[config.mk]
export PLATFORM = sky130hd
export DESIGN_NAME = avalon_window_bridge
export DESIGN_NICKNAME = d
export VERILOG_FILES = /design/src/rtl/avalon_window_bridge.sv
export SDC_FILE = /design/constraint.sdc
export NUM_CORES = 1
export LEC_CHECK = 0
export ABC_AREA = 1
export CAP_MARGIN = 0
export CORE_AREA = 2 2 107 83
export DETAILED_ROUTE_END_ITERATION = 10
export DIE_AREA = 0 0 109 85
export GPL_ROUTABILITY_DRIVEN = 0
export GPL_TIMING_DRIVEN = 0
export PLACE_DENSITY = 0.85
export SYNTH_ARGS = -nofsm -noshare
export SYNTH_HDL_FRONTEND = slang
export SYNTH_SLANG_ARGS = --single-unit
[constraint.sdc]
create_clock -name clk -period 3.68 [get_ports clk]
set_clock_uncertainty 0.2 [all_clocks]
set_input_delay 0.92 -clock clk [delete_from_list [all_inputs] [get_ports clk]]
set_output_delay 0.92 -clock clk [all_outputs]
set_load 0.01 [all_outputs]
[src/rtl/avalon_window_bridge.sv]
// Avalon-MM window bridge: maps CPU byte addresses onto a RAM window, inserts wait states
// and blocks out-of-window accesses with a sticky fault. Define BRIDGE_STRICT_ALIGN_EN to fault misaligned accesses.
module avalon_window_bridge #(
    parameter logic [31:0] BASE_ADDR   = 32'hBFC00000,
    parameter int          WINDOW_BITS = 16,
    parameter int          WAIT_CYCLES = 2
) (
    input  logic        clk,
    input  logic        reset,
    input  logic [31:0] s_address,
    input  logic        s_read,
    input  logic        s_write,
    input  logic [31:0] s_writedata,
    input  logic [3:0]  s_byteenable,
    output logic        s_waitrequest,
    output logic [31:0] s_readdata,
    output logic [31:0] m_address,
    output logic        m_read,
    output logic        m_write,
    output logic [31:0] m_writedata,
    output logic [3:0]  m_byteenable,
    input  logic        m_waitrequest,
    input  logic [31:0] m_readdata,
    output logic        fault,
    output logic [31:0] fault_addr
);

    // state | meaning
    // IDLE  | no access in progress; a new request starts the wait-state timer
    // STALL | wait-state down-counter running, CPU held off
    // FWD   | access forwarded to RAM, or blocked and completed locally

    localparam logic [1:0]  IDLE  = 2'd0;
    localparam logic [1:0]  STALL = 2'd1;
    localparam logic [1:0]  FWD   = 2'd2;

    localparam logic [32:0] WIN_SIZE  = 33'd1 << WINDOW_BITS;
    localparam logic [31:0] WIN_MASK  = 32'(WIN_SIZE - 33'd1);
    localparam logic [3:0]  WAIT_LOAD = 4'(WAIT_CYCLES);
    localparam bit          ZERO_WAIT = (WAIT_CYCLES == 0);

    logic [1:0]  state, state_next;
    logic [3:0]  count, count_next;
    logic        fault_next;
    logic [31:0] fault_addr_next;

    logic [31:0] offset;
    logic        in_window, halt_fetch, req, misaligned, faulting, forwardable;
    logic        fwd_phase, active, done;

    assign offset     = s_address - BASE_ADDR;
    assign in_window  = {1'b0, offset} < WIN_SIZE;
    assign halt_fetch = (s_address == 32'h0);
    assign req        = s_read | s_write;

`ifdef BRIDGE_STRICT_ALIGN_EN
    assign misaligned = |s_address[1:0];
`else
    assign misaligned = 1'b0;
`endif

    assign faulting    = (!in_window && !halt_fetch) || (s_read && s_write) || misaligned;
    assign forwardable = in_window && !faulting;

    // With no wait states IDLE itself acts as the forwarding cycle, giving 1 + N latency.
    assign fwd_phase = (state == FWD) || (ZERO_WAIT && state == IDLE);
    assign active    = fwd_phase && req && !reset;
    assign done      = active && (!forwardable || !m_waitrequest);

    assign m_address    = offset & WIN_MASK;
    assign m_writedata  = s_writedata;
    assign m_byteenable = s_byteenable;

    always_comb begin
        m_read        = 1'b0;
        m_write       = 1'b0;
        s_waitrequest = 1'b0;
        s_readdata    = 32'h0;
        if (!reset) begin
            if (active) begin
                if (forwardable) begin
                    m_read        = s_read;
                    m_write       = s_write;
                    s_waitrequest = m_waitrequest;
                    if (!m_waitrequest)
                        s_readdata = m_readdata;
                end
            end else if (req) begin
                s_waitrequest = 1'b1;
            end
        end
    end

    always_comb begin
        state_next      = state;
        count_next      = count;
        fault_next      = fault;
        fault_addr_next = fault_addr;
        case (state)
            IDLE: begin
                if (req) begin
                    if (ZERO_WAIT) begin
                        if (!done)
                            state_next = FWD;
                    end else begin
                        state_next = STALL;
                        count_next = WAIT_LOAD;
                    end
                end
            end
            STALL: begin
                if (!req) begin
                    state_next = IDLE;
                    count_next = 4'd0;
                end else begin
                    count_next = count - 4'd1;
                    if (count == 4'd1)
                        state_next = FWD;
                end
            end
            FWD: begin
                if (!req || done)
                    state_next = IDLE;
            end
            default: state_next = IDLE;
        endcase
        if (done && faulting && !fault) begin
            fault_next      = 1'b1;
            fault_addr_next = s_address;
        end
    end

    always_ff @(posedge clk or posedge reset) begin
        if (reset) begin
            state      <= IDLE;
            count      <= 4'd0;
            fault      <= 1'b0;
            fault_addr <= 32'h0;
        end else begin
            state      <= state_next;
            count      <= count_next;
            fault      <= fault_next;
            fault_addr <= fault_addr_next;
        end
    end

endmodule

Word-level counts from Yosys, hierarchy flattened
Index checks and enable logic that the tools add are counted.
W data, S select, Z words.
{ "word_totals": {"register_bits": 39, "in_bits": 105, "output_inout_bits": 136, "wordCells": 60} }
{ "op_classes": {"add_sub_neg": 2, "n_lt_le_gt_ge": 1, "eq_ne": 6, "mux": 22, "bitwise_logic": 1, "n_reduce_logical": 24} }
{ "ops": {"columns": ["operator", "n"], "rows": [
  ["$mux W32", 4],
  ["$logic_not A32 Y1", 1],
  ["$lt A32 B17 Y1 const B", 1],
  ["$sub A32 B32 Y32 const B", 1],
  ["$mux W1", 10],
  ["$logic_and A1 B1 Y1", 8],
  ["$logic_not A1 Y1", 8],
  ["$mux W2", 4],
  ["$mux W4", 2],
  ["$pmux W4 S2", 1],
  ["$pmux W2 S3", 1],
  ["$eq A4 B1 Y1 const B", 1],
  ["$sub A4 B1 Y4 const B", 1],
  ["$logic_or A1 B1 Y1", 3],
  ["$ne A3 B3 Y1 const B", 1],
  ["$reduce_and A3 Y1", 1],
  ["$eq A2 B1 Y1 const B", 1],
  ["$eq A2 B2 Y1 const B", 1],
  ["$logic_not A2 Y1", 1],
  ["$ne A2 B1 Y1 const B", 1],
  ["$ne A2 B2 Y1 const B", 1],
  ["$reduce_and A2 Y1", 1],
  ["$reduce_bool A2 Y1", 1],
  ["$or A1 B1 Y1", 1]
]} }

Longest topological paths before layout
Gate-level depths: netlist of run 1.
{ "logic_depth": {"depth_word": 13, "ltp_mapped": 11} }

Least setup slack after synthesis of run 1
Ideal clock, no wire load.
{ "synth_path": {"path_type": "input-to-output", "start": "input s_address[16]", "end": "output s_waitrequest", "arrival_ns": 1.982, "t_required_ns": 2.560, "slack_ns": 0.578, "cell_stages": 7, "n_path_buf": 1, "cell_sequence": "or2_1 nor2_4 nand4_1 nand2_1 inv_4 buf_6 nor3_1"} }
{ "synth_via": {"elab_chain_len": 10} }
{ "synth_rtl": {"columns": ["element", "line_no", "rtl"], "rows": [
  ["start: declaration", "10", "input logic [31:0] s_address,"],
  ["$sub A32 B32 Y32", "51", "assign offset = s_address - BASE_ADDR;"],
  ["$lt A32 B17 Y1", "52", "assign in_window = {1'b0, offset} < WIN_SIZE;"],
  ["$logic_not A1 Y1", "62", "assign faulting = (!in_window && !halt_fetch) || (s_read && s_write) || misaligned;"],
  ["$logic_and A1 B1 Y1", "62", null],
  ["$logic_or A1 B1 Y1", "62", null],
  ["$logic_not A1 Y1", "63", "assign forwardable = in_window && !faulting;"],
  ["$logic_and A1 B1 Y1 (*)", "63", null],
  ["$mux W1 (*)", "81", "if (forwardable) begin"],
  ["$mux W1 (*)", "80", "if (active) begin"],
  ["$mux W1 (*)", "79", "if (!reset) begin"],
  ["end: declaration", "15", "output logic s_waitrequest,"]
]} }
Every way passes the cells marked *; elsewhere a longest branch is shown, timed or not.

Worst setup path after layout of run 1
{ "layout_path": {"start": "input s_address[23]", "end": "output s_readdata[13]"} }
{ "layout_via": {"elab_chain_len": 10} }
{ "layout_rtl": {"columns": ["element", "line_no", "rtl"], "rows": [
  ["$sub A32 B32 Y32", "51", null],
  ["$lt A32 B17 Y1", "52", null],
  ["$logic_not A1 Y1", "62", null],
  ["$logic_and A1 B1 Y1", "62", null],
  ["$logic_or A1 B1 Y1", "62", null],
  ["$logic_not A1 Y1", "63", null],
  ["$logic_and A1 B1 Y1 (*)", "63", null],
  ["$mux W32 (*)", "81", null],
  ["$mux W32 (*)", "80", null],
  ["$mux W32 (*)", "79", null],
  ["end: declaration", "16", "output logic [31:0] s_readdata,"]
]} }
Marks and branches as above.

==> flow_summary.json, run 1 <==
{
  "diodes": 0,
  "path_cells": "clkdlybuf4s50_1, nand2_1, nor2_4, nand3_4, clkbuf_16, nor3b_4, buf_2",
  "synth_most_common_cell": "nand2_1",
  "max_cap_viol_count": 0,
  "yosysWarnings": 0,
  "synth.ff_latch_count": 39,
  "p_leak_nw": 2.58,
  "wirelength_met1_um": 4240,
  "arrival_ns": 2.49,
  "netlist_instances": 345,
  "grt_pass1_vias": 2872,
  "nNetsFinal": 671,
  "outcome": "completed",
  "numCtsBuffers": 5,
  "async_flop_share_pct": 100,
  "crit_path_max_fanout": 5,
  "yosys-top-cells-count": "nand2_1 (80), buf_4 (69), dfrtp_1 (39), nand3_1 (39), nor3b_1 (32)",
  "grt_antenna_before_repair": 0,
  "synth_area_sq_mm": 0.00273,
  "place_area_sq_mm": 0.00480,
  "top_layer_used": "met4",
  "hold_end": "fault_addr[3]$_DFFE_PP0P_",
  "hold_viol": 0,
  "core_sq_mm": 0.00824,
  "ff2ff_path_depth": 8,
  "power-per-cell-area_mw_per_mm2": 234,
  "setup_ws_ns": 0.0744,
  "num_vias": 2956,
  "setup_viol": 0,
  "rsz0062_at_grt": "no",
  "fmax_mhz": 277,
  "worstHoldStart": "fault_addr[3]$_DFFE_PP0P_",
  "dieArea_sq_mm": 0.00927,
  "synth_area_leaders": "dfrtp_1 (36%), buf_4 (19%), nand2_1 (11%)",
  "routedWlPerCell_um": 15.1,
  "r2r_slack_ns": 1.82,
  "die_h_um": 85,
  "ys_types": 28,
  "first_pass_iters": 4,
  "max_stage_delay_ns": 0.50,
  "preCtsSetupSlack_ns": -0.715,
  "min_path_cells": 2,
  "critPathLaunchType": "input pin",
  "drt_iter0_drc": 108,
  "slew_violations": 0,
  "dp_hpwl_um": 7850,
  "die_width_um": 109,
  "synth-seq-area-share_pct": 35.7,
  "cts_sinks": 39,
  "yosys.area.top_type_share_pct": 35.7,
  "synth_edf_count": 0,
  "cts_tree": "yes",
  "hp-class": "flip-flop to flip-flop",
  "num_rows": 29,
  "viasPerCell": 4.39,
  "crit_required_ns": 2.56,
  "area_delta_synth_final_pct": 85.2,
  "dominantRegCellSynth": "dfrtp_1",
  "r2r_start": "state[0]$_DFFE_PP0P_",
  "worst_pin_slew_ns": 0.837,
  "drive_above_1_share_pct": 30.8,
  "ant_nets": 0,
  "port-buffer-count": 188,
  "wl_met3_um": 465,
  "grt_max_degree": 40,
  "ioPinCount": 241,
  "grt_usage_pct": 20.1,
  "timing.rr.end": "fault_addr[19]$_DFFE_PP0P_",
  "drc": 0,
  "clk_pin_slew_ns": 0.08,
  "design_area_sq_mm": 0.00506,
  "grt_first_pass_wirelength_um": 14500,
  "crit_slowest_cell": "clkdlybuf4s50_1",
  "yosys.area.top_type": "dfrtp_1",
  "worstSetupPathType": "input pin to output pin",
  "clk_latency_ns": 0.28,
  "met2WireLength_um": 5380,
  "wirelength_um": 10200,
  "cp-end-kind": "output pin",
  "avgSynthCellArea_sq_um": 7.92,
  "ir_drop_uv": 208,
  "ctsHoldBuffers": 0,
  "min_period_ns": 3.61,
  "overflow": 0,
  "slew_headroom_pct": 44.1,
  "cts_max_level": 2,
  "cts_root_buf": "clkbuf_8",
  "fin_crit_sh_pct": 98.0,
  "start_util_pct": 33.2,
  "clockBufferDepth": 2
}
## critical path: cells and delay by family
family / cells / cell delay, ns
buffers and inverters: 3 / 0.88
AND/OR/NAND/NOR: 4 / 0.67
## power by group
group / total [mW] / switching (mW) / internal, mW
Sequential: 0.472 / 0.0163 / 0.455
Combinational: 0.431 / 0.205 / 0.226
Clock: 0.279 / 0.146 / 0.133
Total: 1.18 / 0.367 / 0.815
## layout make-up
class,instances,area [sq um]
repair buffers,197,1870
inverters,16,62.6
well taps,108,135
clock inverters,1,5.00
clock buffers,7,76.3
flip-flops and latches,39,976
multi-input cells,223,1290
fillers,711,3180
plain buffers,82,646
## timing repair
| action | 4_1_cts | 5_1_grt |
|---|---|---|
| pin swaps | 4 | 13 |
| endpoints found under the setup margin | 35 | 35 |
| setup buffers | 5 | 1 |
| gates resized for setup | 156 | 50 |
| cloned | 0 | 4 |
## registers in the layout (all words and copies together) (netlist names)
name	count
count	4
fault	1
fault_addr	32
state	2
## kinds of logic after synthesis
logic type      count (synthesis)  share of synthesized area, %
compound gates                  7                          1.51
xor+xnor                        1                         0.321
fa+ha+maj                       2                         0.916
buf+inv                        99                          25.1
flops                          39                          35.7
other cells                     1                         0.137
simple gates                  196                          36.3
## layer usage
layer | vias to the layer above | global-route usage, %
li1 | 1454 | -
met1 | 1402 | 25.4
met2 | 92 | 35.7
met3 | 8 | 4.07
met4 | 0 | 3.26
met5 | - | 0
## worst max path at each step
| stage | from | endpoint | cells after the start |
|---|---|---|---|
| after floorplan | s_address[16] | s_waitrequest | 7 |
| after global placement | s_read | s_readdata[3] | 8 |
| after detailed placement | s_read | s_readdata[3] | 8 |
| after CTS | s_address[16] | s_readdata[3] | 7 |
| after global routing | s_address[23] | s_readdata[14] | 7 |
| final | s_address[23] | s_readdata[13] | 7 |
## cells in the final DEF (no fill, tap or decap), types with 2 or more instances in the layout
cell,netlist,routed
nor3b_4,0,4
a21oi_1,2,2
nor2_1,25,23
buf_2,10,38
clkbuf_8,0,5
nor3b_2,0,12
nand3_4,1,2
conb_1,1,16
buf_6,3,3
buf_8,0,3
buf_4,69,76
nand3_2,1,2
dlymetal6s2s_1,0,12
nand3_1,39,38
clkdlybuf4s50_1,0,139
nor3b_1,32,16
inv_1,14,13
dlygate4sd2_1,0,4
inv_2,1,2
nand2_1,80,77
dfrtp_1,39,39
o22ai_1,3,3
clkbuf_16,0,3
nor2_4,2,5
ha_1,2,2
nand2_2,10,12
clkbuf_1,0,2
## per-stage QoR
stage | hold WS, ns | cells | TNS (ns) | power (mW) | util [%]
floorplan | 0.306 | 360 | 0 | 0.711 | -
global placement | 0.252 | 656 | -17.71 | 0.881 | 58.3
detailed placement | 0.259 | 656 | -19.31 | 0.898 | 58.3
CTS | 0.277 | 669 | -0.0487 | 1.18 | 60.1
global route | 0.292 | 673 | 0 | 1.25 | 61.4
finish | 0.275 | 673 | 0 | 1.18 | 61.4
(Power assumes the default switching activity.)
==> inputs of run 2 (changes only) <==
--- a/config.mk
+++ b/config.mk
@@ -13,6 +13,7 @@
 export GPL_ROUTABILITY_DRIVEN = 0
 export GPL_TIMING_DRIVEN = 0
 export PLACE_DENSITY = 0.85
+export SKIP_LAST_GASP = 1
 export SYNTH_ARGS = -nofsm -noshare
 export SYNTH_HDL_FRONTEND = slang
 export SYNTH_SLANG_ARGS = --single-unit
==> run 2 against run 1 <==
Utilization fell by 0.27 points. Global-route usage barely moved. Count of clock-buffer cells in the layout unchanged. Via count down 0.44%. Sequential share of layout area grew 0.086 points. First-iteration DRC count grew 6.5%. Critical path depth up 1. Worst hold slack is essentially flat. Register-to-register slack about the same. Worst setup slack worse by 0.027 ns. Fmax down 0.74%. Critical path type unchanged. Critical endpoint is now s_readdata[27]. Largest cell class unchanged. Highest routed layer unchanged.
==> flow_summary.json, run 2 (synthesis results as in run 1) <==
{
  "outcome": "completed",
  "num_rows": 29,
  "grt_pass1_vias": 2864,
  "regMostFlops": "fault_addr",
  "die_h_um": 85,
  "fillCellCount": 720,
  "hold_viol": 0,
  "grt_antenna_before_repair": 0,
  "p_leak_nw": 2.51,
  "grtUsageMet3_pct": 4.30,
  "clk_latency_ns": 0.28,
  "ctsHoldBuffers": 0,
  "cts_tree": "yes",
  "fin_crit_sh_pct": 98.7,
  "min_period_ns": 3.63,
  "placedCellCount": 656,
  "port-buffer-count": 188,
  "critPathLaunchType": "input pin",
  "final_core_util_pct": 61.1,
  "ff2ff_path_depth": 8,
  "fmax_mhz": 275,
  "r2r_start": "state[0]$_DFFE_PP0P_",
  "num_vias": 2943,
  "wirelength_um": 10100,
  "first_pass_iters": 4,
  "worstSetupPathType": "input pin to output pin",
  "design_area_sq_mm": 0.00504,
  "ir_drop_uv": 213,
  "arrival_ns": 2.51,
  "clockBufferDepth": 2,
  "final_cell_mix": "clkdlybuf4s50_1 (142), nand2_1 (77), buf_4 (77)",
  "crit_end": "s_readdata[27]",
  "clk_pin_slew_ns": 0.08,
  "worst_pin_slew_ns": 0.835,
  "power.total_mw": 1.18,
  "slew_headroom_pct": 44.2,
  "met1_usage_pct": 25.4,
  "setup_viol": 0,
  "cts_root_buf": "clkbuf_8",
  "dieArea_sq_mm": 0.00927,
  "crit_required_ns": 2.56,
  "crit_path_max_fanout": 5,
  "drc": 0,
  "grt_first_pass_wirelength_um": 14500,
  "ant_nets": 0,
  "critPathLaunch": "s_address[20]",
  "rsz0062_at_grt": "yes",
  "mostFrequentLayoutCell": "clkdlybuf4s50_1",
  "grt_usage_pct": 20.1,
  "nNetsFinal": 671,
  "overflow": 0,
  "slew_violations": 0,
  "top_usage_layer": "met2",
  "timing.rr.end": "fault_addr[15]$_DFFE_PP0P_",
  "drt_iter0_drc": 115,
  "setup_ws_ns": 0.0476,
  "reg_top3": "fault_addr (32), count (4), state (2)",
  "r2r_slack_ns": 1.81,
  "viasPerCell": 4.37,
  "final_cells": 673,
  "area_delta_synth_final_pct": 84.4,
  "grt_use_met2_pct": 35.9,
  "cts_max_level": 2,
  "drive_above_1_share_pct": 31.7,
  "diodes": 0,
  "routedWlPerCell_um": 15.0,
  "cp-end-kind": "output pin",
  "place_area_sq_mm": 0.00480,
  "ioPinCount": 241,
  "power-per-cell-area_mw_per_mm2": 234,
  "numCtsBuffers": 5,
  "grt_max_degree": 40,
  "core_sq_mm": 0.00824,
  "start_util_pct": 33.2,
  "preCtsSetupSlack_ns": -0.715,
  "final-seq-area_sq_um": 976,
  "dp_hpwl_um": 7850,
  "largest_reg_flops": 32,
  "hp-class": "flip-flop to flip-flop",
  "die_width_um": 109,
  "cts_sinks": 39,
  "max_cap_viol_count": 0,
  "multiInputGateArea_sq_mm": 0.00129
}
==> run 2: cell count changes in the layout (fill, tap and decap cells not counted), sizes merged <==
cell	delta
buf	-1
clkbuf	+3
clkdlybuf4s50	+3
dlygate4sd2	-2
dlymetal6s2s	-3
==> run 2: worst min-delay path by stage <==
stage                     slack [ns]                         to                       from  depth (start not counted)
final                           0.27  fault_addr[3]$_DFFE_PP0P_  fault_addr[3]$_DFFE_PP0P_                          2
after global routing            0.29  fault_addr[3]$_DFFE_PP0P_  fault_addr[3]$_DFFE_PP0P_                          2
after CTS                       0.28  fault_addr[3]$_DFFE_PP0P_  fault_addr[3]$_DFFE_PP0P_                          2
after detailed placement        0.26  fault_addr[3]$_DFFE_PP0P_  fault_addr[3]$_DFFE_PP0P_                          2
after global placement          0.25  fault_addr[9]$_DFFE_PP0P_  fault_addr[9]$_DFFE_PP0P_                          2
after floorplan                 0.31  fault_addr[3]$_DFFE_PP0P_  fault_addr[3]$_DFFE_PP0P_                          2
==> run 2: power breakdown <==
part | switching, mW | total (mW) | internal, mW
clock network | 0.146 | 0.280 | 0.133
logic | 0.202 | 0.428 | 0.226
registers | 0.0163 | 0.472 | 0.455
total | 0.364 | 1.18 | 0.814
==> run 2: critical path: stages <==
cell	delay, ns
clkdlybuf4s50_1	0.43
nor2_1	0.10
nand2_1	0.09
nor2_4	0.20
nand3_4	0.20
buf_8	0.19
nor3b_2	0.21
buf_2	0.17
==> run 2: through the flow <==
| step | setup TNS, ns | hold WS [ns] |
|---|---|---|
| 2_1_floorplan | 0 | 0.306 |
| 3_3_place_gp | -17.71 | 0.252 |
| 3_5_place_dp | -19.31 | 0.259 |
| 4_1_cts | -0.249 | 0.277 |
| 5_1_grt | -0.0331 | 0.292 |
| 6_report | 0 | 0.275 |
==> run 2: timing repair <==
action | in CTS | in global routing
gates cloned | 0 | 4
pin swaps | 4 | 14
gates resized for setup | 143 | 62
setup endpoints to repair | 35 | 35
buffers inserted | 5 | 1
==> run 2: layer usage <==
layer,up-vias,wire length [um]
met3,4,506
li1,1456,-
met5,-,0
met1,1393,4180
met4,0,39
met2,90,5370
==> run 2: cell type report <==
cell class | count | area share (%)
timing repair buffer | 197 | 36.7
multi-input combinational | 223 | 25.6
sequential | 39 | 19.4
buffer | 82 | 12.8
tap | 108 | 2.68
clock buffer | 7 | 1.52
inverter | 16 | 1.24
clock inverter | 1 | 0.0994
